File: src/rtl/project1_nios2_qsys_0_oci_dct_pkg.sv
// Shared constants and types for the OCI data-trace compression (DCT) code packer.
package project1_nios2_qsys_0_oci_dct_pkg;

  localparam int unsigned DCT_CODE_W  = 2;
  localparam int unsigned DCT_ENTRIES = 15;
  localparam int unsigned DCT_FRAME_W = DCT_ENTRIES * DCT_CODE_W;
  localparam int unsigned DCT_COUNT_W = 4;

  typedef enum logic [1:0] {
    FILL,
    DRAIN,
    ENDED
  } dct_state_e;

endpackage

File: src/rtl/project1_nios2_qsys_0_oci_dct_outreg.sv
// Valid/ready holding register for one DCT frame and its entry count.
module project1_nios2_qsys_0_oci_dct_outreg
  import project1_nios2_qsys_0_oci_dct_pkg::*;
(
  input  logic                   clk,
  input  logic                   reset,
  input  logic                   load,
  input  logic [DCT_FRAME_W-1:0] load_buffer,
  input  logic [DCT_COUNT_W-1:0] load_count,
  input  logic                   dct_ready,
  output logic [DCT_FRAME_W-1:0] dct_buffer,
  output logic [DCT_COUNT_W-1:0] dct_count,
  output logic                   dct_valid,
  output logic                   slot_free
);

  assign slot_free = !dct_valid | dct_ready;

  // load is only raised by the packer while slot_free is set
  always_ff @(posedge clk) begin
    if (reset) begin
      dct_buffer <= '0;
      dct_count  <= '0;
      dct_valid  <= 1'b0;
    end else if (load) begin
      dct_buffer <= load_buffer;
      dct_count  <= load_count;
      dct_valid  <= 1'b1;
    end else if (dct_ready) begin
      dct_buffer <= '0;
      dct_count  <= '0;
      dct_valid  <= 1'b0;
    end
  end

endmodule

File: src/rtl/project1_nios2_qsys_0_oci_dct_packer.sv
// Packs 2-bit DCT codes into 30-bit frames and sequences the end-of-test drain.
// Optional: define DCT_DROP_COUNT_EN to drop (and count) codes instead of stalling.
module project1_nios2_qsys_0_oci_dct_packer
  import project1_nios2_qsys_0_oci_dct_pkg::*;
(
  input  logic                   clk,
  input  logic                   reset,
  input  logic                   dct_code_valid,
  input  logic [DCT_CODE_W-1:0]  dct_code,
  output logic                   dct_code_ready,
  input  logic                   flush,
  input  logic                   trace_stop,
  output logic [DCT_FRAME_W-1:0] dct_buffer,
  output logic [DCT_COUNT_W-1:0] dct_count,
  output logic                   dct_valid,
  input  logic                   dct_ready,
  output logic                   test_ending,
  output logic                   test_has_ended
`ifdef DCT_DROP_COUNT_EN
  ,
  output logic [7:0]             dct_drop_count
`endif
);

  localparam logic [DCT_COUNT_W-1:0] CNT_LAST = DCT_COUNT_W'(DCT_ENTRIES - 1);
  localparam logic [DCT_COUNT_W-1:0] CNT_FULL = DCT_COUNT_W'(DCT_ENTRIES);

  dct_state_e             state_q, state_d;
  logic [DCT_FRAME_W-1:0] acc_q, acc_d, acc_nx;
  logic [DCT_COUNT_W-1:0] acc_cnt_q, acc_cnt_d, cnt_nx;
  logic                   flush_pend_q, flush_pend_d;
  logic                   slot_free, normal_ready, accept, flush_req, emit;

  always_comb begin
    normal_ready = (state_q == FILL) & !flush_pend_q & ((acc_cnt_q < CNT_LAST) | slot_free);
    accept       = dct_code_valid & normal_ready;
    acc_nx       = acc_q;
    cnt_nx       = acc_cnt_q;
    if (accept) begin
      acc_nx = {acc_q[DCT_FRAME_W-DCT_CODE_W-1:0], dct_code};
      cnt_nx = acc_cnt_q + 1'b1;
    end
    flush_req = (state_q == FILL) & (flush | flush_pend_q);
    // A full accumulator always has a free slot, since the last code stalls otherwise
    emit = (cnt_nx == CNT_FULL) |
           ((flush_req | (state_q == DRAIN)) & (cnt_nx != '0) & slot_free);
    flush_pend_d = flush_req & (cnt_nx != '0) & !emit;
    acc_d        = emit ? '0 : acc_nx;
    acc_cnt_d    = emit ? '0 : cnt_nx;

    state_d = state_q;
    unique case (state_q)
      FILL:    if (trace_stop) state_d = DRAIN;
      DRAIN:   if ((acc_cnt_q == '0) & slot_free) state_d = ENDED;
      ENDED:   state_d = ENDED;
      default: state_d = FILL;
    endcase
  end

`ifdef DCT_DROP_COUNT_EN
  logic [7:0] drop_cnt_q;
  logic       drop;

  assign dct_code_ready = (state_q == FILL);
  assign drop           = dct_code_valid & (state_q == FILL) & !normal_ready;
  assign dct_drop_count = drop_cnt_q;

  always_ff @(posedge clk) begin
    if (reset) begin
      drop_cnt_q <= '0;
    end else if (drop && drop_cnt_q != 8'hFF) begin
      drop_cnt_q <= drop_cnt_q + 8'd1;
    end
  end
`else
  assign dct_code_ready = normal_ready;
`endif

  always_ff @(posedge clk) begin
    if (reset) begin
      state_q        <= FILL;
      acc_q          <= '0;
      acc_cnt_q      <= '0;
      flush_pend_q   <= 1'b0;
      test_ending    <= 1'b0;
      test_has_ended <= 1'b0;
    end else begin
      state_q        <= state_d;
      acc_q          <= acc_d;
      acc_cnt_q      <= acc_cnt_d;
      flush_pend_q   <= flush_pend_d;
      test_ending    <= (state_d != FILL);
      test_has_ended <= (state_d == ENDED);
    end
  end

  project1_nios2_qsys_0_oci_dct_outreg u_outreg (
    .clk         (clk),
    .reset       (reset),
    .load        (emit),
    .load_buffer (acc_nx),
    .load_count  (cnt_nx),
    .dct_ready   (dct_ready),
    .dct_buffer  (dct_buffer),
    .dct_count   (dct_count),
    .dct_valid   (dct_valid),
    .slot_free   (slot_free)
  );

endmodule

File: config.mk
export PLATFORM = sky130hd
export DESIGN_NAME = project1_nios2_qsys_0_oci_dct_packer
export DESIGN_NICKNAME = d
export VERILOG_FILES = /design/src/rtl/project1_nios2_qsys_0_oci_dct_pkg.sv /design/src/rtl/project1_nios2_qsys_0_oci_dct_outreg.sv /design/src/rtl/project1_nios2_qsys_0_oci_dct_packer.sv
export SDC_FILE = /design/constraint.sdc
export NUM_CORES = 1
export LEC_CHECK = 0
export CORE_MARGIN = 2
export CORE_UTILIZATION = 58
export DETAILED_ROUTE_END_ITERATION = 10
export GPL_TIMING_DRIVEN = 1
export PLACE_DENSITY = 0.82
export SLEW_MARGIN = 20
export SYNTH_ARGS = -nofsm -noshare
export SYNTH_HDL_FRONTEND = slang
export SYNTH_HIERARCHICAL = 1
export SYNTH_SLANG_ARGS = --single-unit
File: constraint.sdc
create_clock -name clk -period 7.3 [get_ports clk]
set_input_delay 1.46 -clock clk [delete_from_list [all_inputs] [get_ports clk]]
set_output_delay 1.46 -clock clk [all_outputs]
set_load 0.02 [all_outputs]
==> impl_metrics.env, run 1 <==
export IMPL_num_vias=2256
export IMPL_grt_pass1_vias=2141
export IMPL_gp_congestion=0.793
export IMPL_critical_path_buf_inv_count=2
export IMPL_fmax_mhz=213
export IMPL_cts_sinks=74
export IMPL_hold_ws_ps=479
export IMPL_worstSetupPathType="input pin to output port"
export IMPL_slew_headroom_pct=31.5
export IMPL_antenna_found_initial=0
export IMPL_synth_flop_cell="dfxtp_1"
export IMPL_path_delay_family="buffers and inverters"
export IMPL_cts_root_buf="clkbuf_8"
export IMPL_routed_via_density=5.33
export IMPL_p_int_uw=615
export IMPL_period_needed_ps=4700
export IMPL_syn_area_mm2=0.00335
export IMPL_final_period_utilization_pct=64.4
export IMPL_drive_above_1_share_pct=24.8
export IMPL_crit_start="dct_ready"
export IMPL_crit_fanout=5
export IMPL_clock_path_buffers=2
export IMPL_p_comb_share_pct=20.2
export IMPL_syn_nets=324
export IMPL_fp_row_count=27
export IMPL_critical_path_required_ps=5840
export IMPL_synth_edf_count=0
export IMPL_final_hold_violation_count=0
export IMPL_die_w_um=80.0
export IMPL_critical_path_endpoint_type="output port"
export IMPL_dr_pass1_iters=4
export IMPL_cts_made_buffers=9
export IMPL_post_place_ws_ps=2420
export IMPL_dp_hpwl_um=3630
export IMPL_worstPathArrival_ps=3240
export IMPL_r2r_slack_ps=3990
export IMPL_grt_pass1_wl_um=9670
export IMPL_post_cts_buffers=0
export IMPL_ys_types=41
export IMPL_tns_ps=0
export IMPL_netlist_area_leader_share_pct=44.2
export IMPL_finalWirelength_um=5660
export IMPL_ff2ff_path_depth=7
export IMPL_clk_pin_slew_ps=60
export IMPL_io_pins=46
export IMPL_drtAntennaViolNets=0
export IMPL_worstHoldPathType="register to register"
export IMPL_rsz0062_at_grt="no"
export IMPL_ys_ff_latch=74
export IMPL_setup_viol_count_final=0
export IMPL_synthArstFlopShare_pct=0
export IMPL_start_kind="input pin"
export IMPL_syn2layout_area_growth_pct=16.6
export IMPL_synth_area_leader_cell="dfxtp_1"
export IMPL_grt_max_degree=43
export IMPL_numPortBuffers=45
export IMPL_status="finished, final reports clean"
export IMPL_p_sw_share_pct=29.7
export IMPL_p_seq_share_pct=48.8
export IMPL_clk_latency_ps=340
export IMPL_tightest_slew_ps=1030
export IMPL_design_die_area_mm2=0.00640
export IMPL_yosysWarnings=6
export IMPL_htree_levels=3
export IMPL_drtIter0Drc=66
export IMPL_mostFrequentLayoutCells="dfxtp_1 (74), clkdlybuf4s50_1 (44), inv_1 (38), nand2_1 (38), nor2b_1 (33)"
export IMPL_drc=0
export IMPL_worst_slack_ps=2600
export IMPL_initial_core_util_pct=60.4
export IMPL_leakagePower_uw=0.00134
export IMPL_ctsHoldBuffers=0
export IMPL_worstPathCellList="clkdlybuf4s50_1 -> nand2b_1 -> nand4b_1 -> and3b_1 -> clkdlybuf4s50_1"
export IMPL_fin_area_mm2=0.00390
export IMPL_irDropWorstVdd_v=0.000127
export IMPL_cts_resized=0
export IMPL_synth_avg_cell_area_um2=10.7
export IMPL_cp_depth=5
export IMPL_power_density_mw_per_mm2=224
export IMPL_track_usage_pct=19.4
export IMPL_coreArea_mm2=0.00554
export IMPL_p_clk_share_pct=30.9
export IMPL_nNetsFinal=359
export IMPL_final_common_cell="dfxtp_1"
export IMPL_yosysSeqAreaShare_pct=44.2
export IMPL_ys_top_cells_by_area="dfxtp_1 (44%), o32ai_2 (15%), mux2_2 (11%), nor2b_1 (6.2%), nand2_1 (4.4%)"
export IMPL_die_h_um=80.0
export IMPL_cts_tree="done"
export IMPL_p_switching_uw=260
export IMPL_maxCapViolations=0
export IMPL_drv_slew=0
export IMPL_crit_top_cell="clkdlybuf4s50_1"
export IMPL_dpl_cell_area_mm2=0.00374
export IMPL_crit_end="dct_code_ready"
export IMPL_wl_per_cell_um=13.4
export IMPL_fin_skew_ps=3.22
export IMPL_cpMaxStageDelayCell="clkdlybuf4s50_1"
export IMPL_cpPeakStageDelay_ps=530
export IMPL_grt_ovfl_total=0
export IMPL_fin_total_pwr_uw=875
export IMPL_r2r_start="state_q[1]"
export IMPL_antennaDiodeCount=0
export IMPL_rr_endpoint="u_outreg/dct_buffer[27]"
export IMPL_syn_inst=314
worst register-to-register path, stage by stage, from the launching register on:
cell     delay, ps
dfxtp_1        400
nor4b_4        400
nand2_2        530
o41ai_2        570
nand2_2        330
buf_4          370
or3b_2         500
a21oi_1        150
layout make-up:
| type | instances | area, µm² |
|---|---|---|
| multi-input combinational | 179 | 1570 |
| tap | 72 | 90.1 |
| inverter | 38 | 143 |
| sequential | 74 | 1480 |
| timing repair buffer | 47 | 460 |
| clock buffer | 13 | 159 |
| fill | 433 | 1640 |
cell families after synthesis:
group | count (synthesis) | share of synthesized area (%)
AO/OA/AOI/OAI | 43 | 18.0
XOR/XNOR | 3 | 0.785
adder cells (fa/ha/maj) | 2 | 0.747
buffers and inverters | 61 | 8.93
flip-flops | 74 | 44.2
multiplexers | 33 | 11.1
AND/OR/NAND/NOR | 98 | 16.2
metal layers:
layer  track usage, %  up-vias  share of wire (%)
li1                 -     1139                  -
met1             24.5     1076                 48
met2             30.9       32                 47
met3             6.00        9                3.6
met4             7.63        0                1.3
met5                0        -                  0
through the flow:
| step | cells | utilization [%] |
|---|---|---|
| after global placement | 410 | 67.6 |
| after CTS | 423 | 70.5 |
| after detailed placement | 410 | 67.6 |
| after floorplan | 314 | - |
| after global routing | 423 | 70.5 |
| final | 423 | 70.5 |
worst min path at each step:
stage / endpoint / slack, ps / start / cells after the start
floorplan: u_outreg/dct_buffer[24] / 550 / u_outreg/dct_buffer[24] / 2
finish: u_outreg/dct_buffer[24] / 480 / u_outreg/dct_buffer[24] / 2
global placement: u_outreg/dct_buffer[25] / 470 / u_outreg/dct_buffer[25] / 2
detailed placement: u_outreg/dct_buffer[24] / 470 / u_outreg/dct_buffer[24] / 2
CTS: u_outreg/dct_buffer[24] / 480 / u_outreg/dct_buffer[24] / 2
global route: u_outreg/dct_buffer[11] / 510 / u_outreg/dct_buffer[11] / 2
state kept, by name, indices dropped and copies added, names as in the netlist:
register,count
u_outreg/dct_count,4
flush_pend_q,1
u_outreg/dct_buffer,30
acc_q,30
state_q,2
test_ending,1
test_has_ended,1
acc_cnt_q,4
u_outreg/dct_valid,1
cells in the mapped netlist, types with 2 or more instances:
cell      instances
nor2b_1          33
o32ai_1           3
nor3_1            4
xnor2_1           2
nor2_1            6
clkbuf_1          4
ha_1              2
buf_2             8
buf_6             6
buf_4             4
inv_1            38
nand2_1          39
o32ai_2          30
dfxtp_1          74
a21oi_1           3
mux2_2           32
nand4_1           2
power by group through the flow:
| stage | combinational (µW) | clock, µW | sequential (µW) |
|---|---|---|---|
| 2_1_floorplan | 140 | 0 | 442 |
| 3_3_place_gp | 175 | 0 | 436 |
| 3_5_place_dp | 176 | 0 | 437 |
| 4_1_cts | 177 | 277 | 427 |
| 5_1_grt | 192 | 294 | 429 |
| 6_report | 177 | 271 | 427 |
(Power assumes the default switching activity.)
==> run 2, diff against run 1 <==
CORE_UTILIZATION = 54   (was 58)
PLACE_DENSITY = 0.77   (was 0.82)
clock period = 4.9 ns   (was 7.3 ns; I/O delays follow)
==> run 2 against run 1 <==
Net effect:
- setup slack worse by 1400 ps
- critical path depth unchanged
- clock skew is 6.1 ps higher
- global-route usage decreased by 0.92 points
- non-clock buffer count rose by 1
- flip-flop and latch count stayed put
- final cell count increased by 1.4%
- combinational power is 46% higher
==> impl_metrics.env, run 2 (synthesized netlist as in run 1, its figures left out) <==
export IMPL_status="finished, final reports clean"
export IMPL_worstPathArrival_ps=2750
export IMPL_worstPathCellList="clkdlybuf4s50_1 -> nand2b_1 -> nand4b_1 -> and3b_1 -> clkdlybuf4s50_1"
export IMPL_syn2layout_area_growth_pct=18.3
export IMPL_slew_headroom_pct=35.3
export IMPL_coreArea_mm2=0.00596
export IMPL_fin_total_pwr_uw=1380
export IMPL_final_common_cell="dfxtp_1"
export IMPL_r2r_start="acc_cnt_q[0]"
export IMPL_top_regs="acc_q x30, u_outreg/dct_buffer x30"
export IMPL_numPortBuffers=45
export IMPL_finalWirelength_um=5610
export IMPL_r2r_slack_ps=2030
export IMPL_stdcell_count=429
export IMPL_path_delay_family="buffers and inverters"
export IMPL_maxCapViolations=0
export IMPL_grt_ovfl_total=0
export IMPL_dr_pass1_iters=4
export IMPL_grt_pass1_vias=2161
export IMPL_fp_row_count=28
export IMPL_setup_viol_count_final=0
export IMPL_clock_path_buffers=2
export IMPL_hold_path_cell_count=2
export IMPL_tightest_slew_ps=971
export IMPL_antenna_found_initial=0
export IMPL_gp_congestion=0.806
export IMPL_num_vias=2248
export IMPL_grt_max_degree=70
export IMPL_start_kind="input pin"
export IMPL_cpPeakStageDelay_ps=530
export IMPL_drtAntennaViolNets=0
export IMPL_track_usage_pct=18.5
export IMPL_rsz0062_at_grt="no"
export IMPL_drc=0
export IMPL_hold_ws_ps=487
export IMPL_min_to="u_outreg/dct_buffer[9]"
export IMPL_cpMaxStageDelayCell="clkdlybuf4s50_1"
export IMPL_hold_path_startpoint="u_outreg/dct_buffer[9]"
export IMPL_critical_path_buf_inv_count=2
export IMPL_grt_pass1_wl_um=9610
export IMPL_fmax_mhz=268
export IMPL_antennaDiodeCount=0
export IMPL_irDropWorstVdd_v=0.000194
export IMPL_ff2ff_path_depth=9
export IMPL_power_density_mw_per_mm2=348
export IMPL_final_period_utilization_pct=76.1
export IMPL_post_cts_buffers=0
export IMPL_critical_path_required_ps=3920
export IMPL_worstHoldPathType="register to register"
export IMPL_clk_pin_slew_ps=70
export IMPL_fin_util_pct=66.5
export IMPL_leakagePower_uw=0.00136
export IMPL_critical_path_endpoint_type="output port"
export IMPL_drive_above_1_share_pct=25.7
export IMPL_nNetsFinal=360
export IMPL_tns_ps=0
export IMPL_cts_resized=0
export IMPL_die_h_um=82.7
export IMPL_dp_hpwl_um=3550
export IMPL_fillers=484
export IMPL_cts_root_buf="clkbuf_8"
export IMPL_rr_endpoint="u_outreg/dct_buffer[27]"
export IMPL_fin_skew_ps=9.29
export IMPL_crit_fanout=5
export IMPL_worstSetupPathType="input pin to output port"
export IMPL_cts_sinks=74
export IMPL_ctsHoldBuffers=0
export IMPL_design_die_area_mm2=0.00685
export IMPL_die_w_um=82.7
export IMPL_drv_slew=0
export IMPL_mostFrequentLayoutCells="dfxtp_1 (74), clkdlybuf4s50_1 (44), inv_1 (38), nand2_1 (38), nor2b_1 (33)"
export IMPL_crit_top_cell="clkdlybuf4s50_1"
export IMPL_io_pins=46
export IMPL_place_inst=414
export IMPL_period_needed_ps=3730
export IMPL_clk_latency_ps=340
export IMPL_cts_tree="done"
export IMPL_initial_core_util_pct=56.2
export IMPL_wl_per_cell_um=13.1
export IMPL_htree_levels=3
export IMPL_cts_made_buffers=9
export IMPL_drtIter0Drc=74
export IMPL_final_hold_violation_count=0
export IMPL_routed_via_density=5.24
## run 2: layout make-up
cell class | count | area (µm²) | share of cell area [%]
Inverter | 38 | 143 | 3.60
Sequential cell | 74 | 1480 | 37.4
Tap cell | 75 | 93.8 | 2.37
Multi-Input combinational cell | 179 | 1570 | 39.7
Clock buffer | 13 | 169 | 4.27
Timing Repair Buffer | 48 | 468 | 11.8
Clock inverter | 2 | 35.0 | 0.885
## run 2: power by group
part	switching [µW]	internal (µW)
clock	208	274
sequential	17.7	619
combinational	167	92.5
total	392	985
## run 2: per-stage QoR
step | setup WS, ps | cell area (µm²)
floorplan | 2020 | 3350
global placement | 1090 | 3760
detailed placement | 986 | 3760
CTS | 1180 | 3960
global route | 1090 | 3960
finish | 1170 | 3960
## run 2: how the worst max path moves through the flow
| stage | start | to | slack (ps) | cells after the start |
|---|---|---|---|---|
| final | dct_ready | dct_code_ready | 1170 | 5 |
| after CTS | dct_ready | dct_code_ready | 1180 | 5 |
| after global routing | dct_ready | dct_code_ready | 1090 | 5 |
| after floorplan | dct_ready | u_outreg/dct_buffer[10] | 2020 | 10 |
| after detailed placement | dct_ready | u_outreg/dct_buffer[27] | 990 | 9 |
| after global placement | dct_ready | u_outreg/dct_buffer[27] | 1090 | 9 |
## run 2: worst min-delay path: stages, from the launching register on
cell and delay, ps:
dfxtp_1 310, inv_1 60, o32ai_2 80
## run 2: metal layers
layer | vias up | GRT usage, % | routed length, µm
met3 | 7 | 4.89 | 211
met4 | 0 | 7.38 | 68
met5 | - | 0 | 0
met2 | 49 | 30.5 | 2650
met1 | 1047 | 23.0 | 2680
li1 | 1145 | - | -
==> patch 1 (settings of run 1) <==
Change the package constant `DCT_ENTRIES` from 15 to 30.
--- a/src/rtl/project1_nios2_qsys_0_oci_dct_pkg.sv
+++ b/src/rtl/project1_nios2_qsys_0_oci_dct_pkg.sv
@@ -2,7 +2,7 @@
 package project1_nios2_qsys_0_oci_dct_pkg;
 
   localparam int unsigned DCT_CODE_W  = 2;
-  localparam int unsigned DCT_ENTRIES = 15;
+  localparam int unsigned DCT_ENTRIES = 30;
   localparam int unsigned DCT_FRAME_W = DCT_ENTRIES * DCT_CODE_W;
   localparam int unsigned DCT_COUNT_W = 4;
 
Ports: changed (resized dct_buffer); port bits go from 46 to 76. No check against the original RTL was run, so the function may have changed too.
==> patch 1 against run 1 <==
  * Synthesized area rose by 84%
  * Worst setup slack got worse by 0.10 ns
  * Sequential cell count rose by 60
  * Final area up 90%
  * Hold slack better by 0.0088 ns
  * Highest routed layer unchanged
  * Routed wire length increased by 110%
  * Clock skew grew 0.0069 ns
  * Sequential share of layout area is 1.7 points lower
  * Power up 110%
==> patch 1: results (changes against run 1) <==
metric	value	unit	change
crit_family	buffers and inverters		unchanged
grt_max_degree	76		was 43
wl_met2	5810	um	was 2660 um
grt_use_met2	34.5	%	was 30.9%
synth_compound_area_share	17.9	%	was 18.0%
synth_area_leaders	dfxtp_1 (43%), o32ai_2 (16%), mux2_2 (11%)		was dfxtp_1 (44%), o32ai_2 (15%), mux2_2 (11%)
p_leak	2.55	nW	was 1.34 nW
dpl.hpwl	7040	um	was 3630 um
cts_tree	built		unchanged
met3_usage	6.57	%	was 6.00%
cp.arrival	3.34	ns	was 3.24 ns
synthTopCellsByCount	dfxtp_1 (134), inv_1 (69), nor2_1 (69)		was dfxtp_1 (74), nand2_1 (39), inv_1 (38)
highest_layer	met4		unchanged
hold_path.class	reg2reg		unchanged
synth_cell_type_count	37		was 41
grt_pass1_wl	19700	um	was 9670 um
wl_met1	5160	um	was 2720 um
place_area	0.00682	mm2	was 0.00374 mm2
yosysSeqAreaShare	43.5	%	was 44.2%
relSlewSlack	25.1	%	was 31.5%
first_iter_violations	227		was 66
nNetsFinal	675		was 359
cts_root_buffer	clkbuf_8		unchanged
fill_cells	729		was 433
syn-num-nets	625		was 324
io_buffer_count	75		was 45
viasPerCell	5.35		was 5.33
htreeDepth	4		was 3
status	complete, no violations		unchanged
cpPeakStageDelay	0.66	ns	was 0.53 ns
synth-xor-area-share	0.426	%	was 0.785%
synthMuxAreaShare	11.3	%	was 11.1%
p_sw	0.479	mW	was 0.260 mW
drive_gt1_share	24.6	%	was 24.8%
gp_congestion	0.830		was 0.793
wire_per_inst	14.4	um	was 13.4 um
irDropWorstVdd	0.153	mV	was 0.127 mV
dp_slack	2.47	ns	was 2.42 ns
cts_buffer_depth	2		unchanged
drt-pass1-iter-count	5		was 4
synth_adder_area_share	0.608	%	was 0.747%
grtUsageMet1	27.5	%	was 24.5%
top_regs	acc_q: 60 flops, u_outreg/dct_buffer: 60 flops		was acc_q: 30 flops, u_outreg/dct_buffer: 30 flops
worstSkewPairLatency	0.52	ns	was 0.34 ns
grt_usage	21.4	%	was 19.4%
postRouteAntennaNets	0		unchanged
wl_met3	533	um	was 206 um
cts_made_buffers	17		was 9
skew	0.0101	ns	was 0.00322 ns
grt_pass1_vias	4182		was 2141
==> patch 1: cell types whose count changed after synthesis, sizes merged, moves of 2 or more <==
cell    change
nor2       +63
inv        +32
buf        +17
nand2b     +60
nor2b      -33
clkbuf      +9
mux2       +30
nor4b       -2
nor4        +4
dfxtp      +60
o32ai      +30
nor3b       +2
nand2      +27
a31oi       +3
==> patch 1: layout make-up <==
class | instances | area [um2] | share of cell area, %
multi-input cells | 361 | 2920 | 39.5
flip-flops and latches | 134 | 2680 | 36.2
repair buffers | 80 | 786 | 10.6
clock buffers | 21 | 449 | 6.07
inverters | 70 | 263 | 3.55
well taps | 136 | 170 | 2.30
clock inverters | 10 | 129 | 1.74
==> patch 1: stage by stage <==
stage / hold WS, ns / instances
final: 0.488 / 812
after global routing: 0.502 / 812
after CTS: 0.489 / 812
after detailed placement: 0.480 / 781
after global placement: 0.477 / 781
after floorplan: 0.549 / 614
==> patch 1: final timing paths <==
kind                                                             end  slack, ns                                  from  cells past startpoint
worst min register to register  u_outreg/dct_buffer[30]$_SDFFE_PP0P_       0.49  u_outreg/dct_buffer[30]$_SDFFE_PP0P_                      2
worst min-delay path            u_outreg/dct_buffer[30]$_SDFFE_PP0P_       0.49  u_outreg/dct_buffer[30]$_SDFFE_PP0P_                      2
worst max register to register  u_outreg/dct_buffer[45]$_SDFFE_PP0P_       3.82               acc_cnt_q[0]$_SDFF_PP0_                     10
worst max-delay path                                  dct_code_ready       2.50                             dct_ready                      5
==> patch 1: power groups by stage <==
stage                     clock network [mW]  logic (mW)  registers, mW
after CTS                              0.839       0.250          0.753
final                                  0.831       0.250          0.754
after global placement                     0       0.244          0.768
after global routing                   0.876       0.270          0.755
after floorplan                            0       0.217          0.773
after detailed placement                   0       0.249          0.769
==> patch 2 (settings of run 1) <==
Without the edit above. Re-encode `dct_state_e` (3 states) as one-hot, 3 bits wide.
--- a/src/rtl/project1_nios2_qsys_0_oci_dct_pkg.sv
+++ b/src/rtl/project1_nios2_qsys_0_oci_dct_pkg.sv
@@ -6,10 +6,10 @@
   localparam int unsigned DCT_FRAME_W = DCT_ENTRIES * DCT_CODE_W;
   localparam int unsigned DCT_COUNT_W = 4;
 
-  typedef enum logic [1:0] {
-    FILL,
-    DRAIN,
-    ENDED
+  typedef enum logic [2:0] {
+    FILL  = 3'b001,
+    DRAIN = 3'b010,
+    ENDED = 3'b100
   } dct_state_e;
 
 endpackage
Behaviour: same outputs for any inputs over 10 cycles, from zero or initial values and one cycle with reset high; not proved beyond that.
==> patch 2 against run 1 <==
  * Synthesized area rose by 7.3%
  * Routed wire length rose by 18%
  * Sequential cell count rose by 1
  * Worst setup slack improved by 0.13 ns
  * Largest power group unchanged
  * Clock skew rose by 0.00090 ns
  * Final area rose by 5.8%
  * Core utilization fell by 1.1 points
  * Critical path type unchanged
  * Hold slack improved by 0.0096 ns
  * Critical path depth did not move
  * Register-to-register slack improved by 0.48 ns
  * Maximum frequency rose by 2.7%
  * Power fell by 0.27%
  * First-iteration DRC count rose to 2.5 times the old value
==> patch 2: results (changes against run 1) <==
metric	value	unit	change
syn-num-nets	398		was 324
met3_usage	3.70	%	was 6.00%
p_leak	1.42	nW	was 1.34 nW
wl_met2	3350	um	was 2660 um
holdBufCountCts	0		unchanged
io_buffer_count	45		unchanged
syn_inst	388		was 314
post-cts-setup-buffers	0		unchanged
skew	0.00412	ns	was 0.00322 ns
placed_cells	481		was 410
wl_met1	3040	um	was 2720 um
synth_cell_type_count	42		was 41
r2r_start	state_q[2]$_SDFF_PP0_		was state_q[1]$_SDFF_PP0_
top_regs	acc_q: 30 flops, u_outreg/dct_buffer: 30 flops		unchanged
relSlewSlack	31.1	%	was 31.5%
gp_congestion	0.817		was 0.793
grt_usage	21.6	%	was 19.4%
holdWs	0.488	ns	was 0.479 ns
seq_area	0.00150	mm2	was 0.00148 mm2
synthTopCellsByCount	nand2_1 (128), dfxtp_1 (75), inv_1 (37)		was dfxtp_1 (74), nand2_1 (39), inv_1 (38)
grt_use_met2	37.5	%	was 30.9%
dp_slack	2.74	ns	was 2.42 ns
hold_path.class	reg2reg		unchanged
nNetsFinal	427		was 359
drt-total-wl	6690	um	was 5660 um
r2r_cells	9		was 7
wl_met3	190	um	was 206 um
grtUsageMet1	25.6	%	was 24.5%
maxCapViolations	0		unchanged
vias	2695		was 2256
irDropWorstVdd	0.109	mV	was 0.127 mV
fill_cells	472		was 433
min_from	u_outreg/dct_count[1]$_SDFFE_PP0P_		was u_outreg/dct_buffer[24]$_SDFFE_PP0P_
grt_pass1_wl	11200	um	was 9670 um
first_iter_violations	168		was 66
htreeDepth	3		unchanged
grt_pass1_vias	2533		was 2141
rrSetupSlack	4.47	ns	was 3.99 ns
hold_end	u_outreg/dct_count[1]$_SDFFE_PP0P_		was u_outreg/dct_buffer[24]$_SDFFE_PP0P_
drt-pass1-iter-count	4		unchanged
cpPeakStageDelay	0.53	ns	about the same
antenna_found_initial	0		unchanged
synth_area_leaders	dfxtp_1 (42%), o32ai_2 (14%), nand2_1 (13%)		was dfxtp_1 (44%), o32ai_2 (15%), mux2_2 (11%)
drive_gt1_share	20.4	%	was 24.8%
dpl.hpwl	4240	um	was 3630 um
viasPerCell	5.43		was 5.33
place_area	0.00396	mm2	was 0.00374 mm2
yosysSeqAreaShare	41.8	%	was 44.2%
crit_fanout	6		was 5
status	complete, no violations		unchanged
## patch 2: cell types whose count changed in the layout (fill, tap and decap cells not counted), moves of 3 or more
cell	delta
nor2b_1	-30
mux2_2	-31
nor3b_1	+3
a21boi_2	+30
nand2_1	+90
a21boi_0	+4
nor3_1	-4
## patch 2: where the power goes
part	internal (mW)	total [mW]	leakage, nW	switching [mW]
Combinational	0.0538	0.174	0.737	0.120
Sequential	0.422	0.434	0.606	0.0121
Clock	0.122	0.265	0.0775	0.143
## patch 2: kinds of logic (layout without fill, tap and decap cells)
| group | Yosys count | in the layout | synth area share (%) |
|---|---|---|---|
| and+or+nand+nor | 155 | 155 | 18.5 |
| AOI/OAI and AO/OA | 82 | 82 | 27.8 |
| DFF | 75 | 75 | 41.8 |
| buffers and inverters | 68 | 101 | 9.61 |
| xor gates and xnor gates | 3 | 3 | 0.731 |
| muxes | 3 | 3 | 0.870 |
| adders and majority gates | 2 | 2 | 0.696 |
## patch 2: layout make-up
type,instances,share of cell area (%)
clock buffers,13,3.36
inverters,38,3.45
repair buffers,48,11.3
multi-input cells,245,42.9
clock inverters,2,0.333
well taps,75,2.27
flip-flops and latches,75,36.4
## patch 2: critical path, delay by kind of cell
| kind | cells | cell delay (ns) |
|---|---|---|
| buffers and inverters | 2 | 0.95 |
| and+or+nand+nor | 3 | 0.70 |
## patch 2: worst max path at each step
stage / cells past startpoint / slack, ns / startpoint / end
floorplan: 3 / 3.74 / dct_ready / dct_code_ready
global placement: 5 / 2.76 / dct_ready / dct_code_ready
detailed placement: 5 / 2.74 / dct_ready / dct_code_ready
CTS: 5 / 2.74 / dct_ready / dct_code_ready
global route: 5 / 2.62 / dct_ready / dct_code_ready
finish: 5 / 2.72 / dct_ready / dct_code_ready
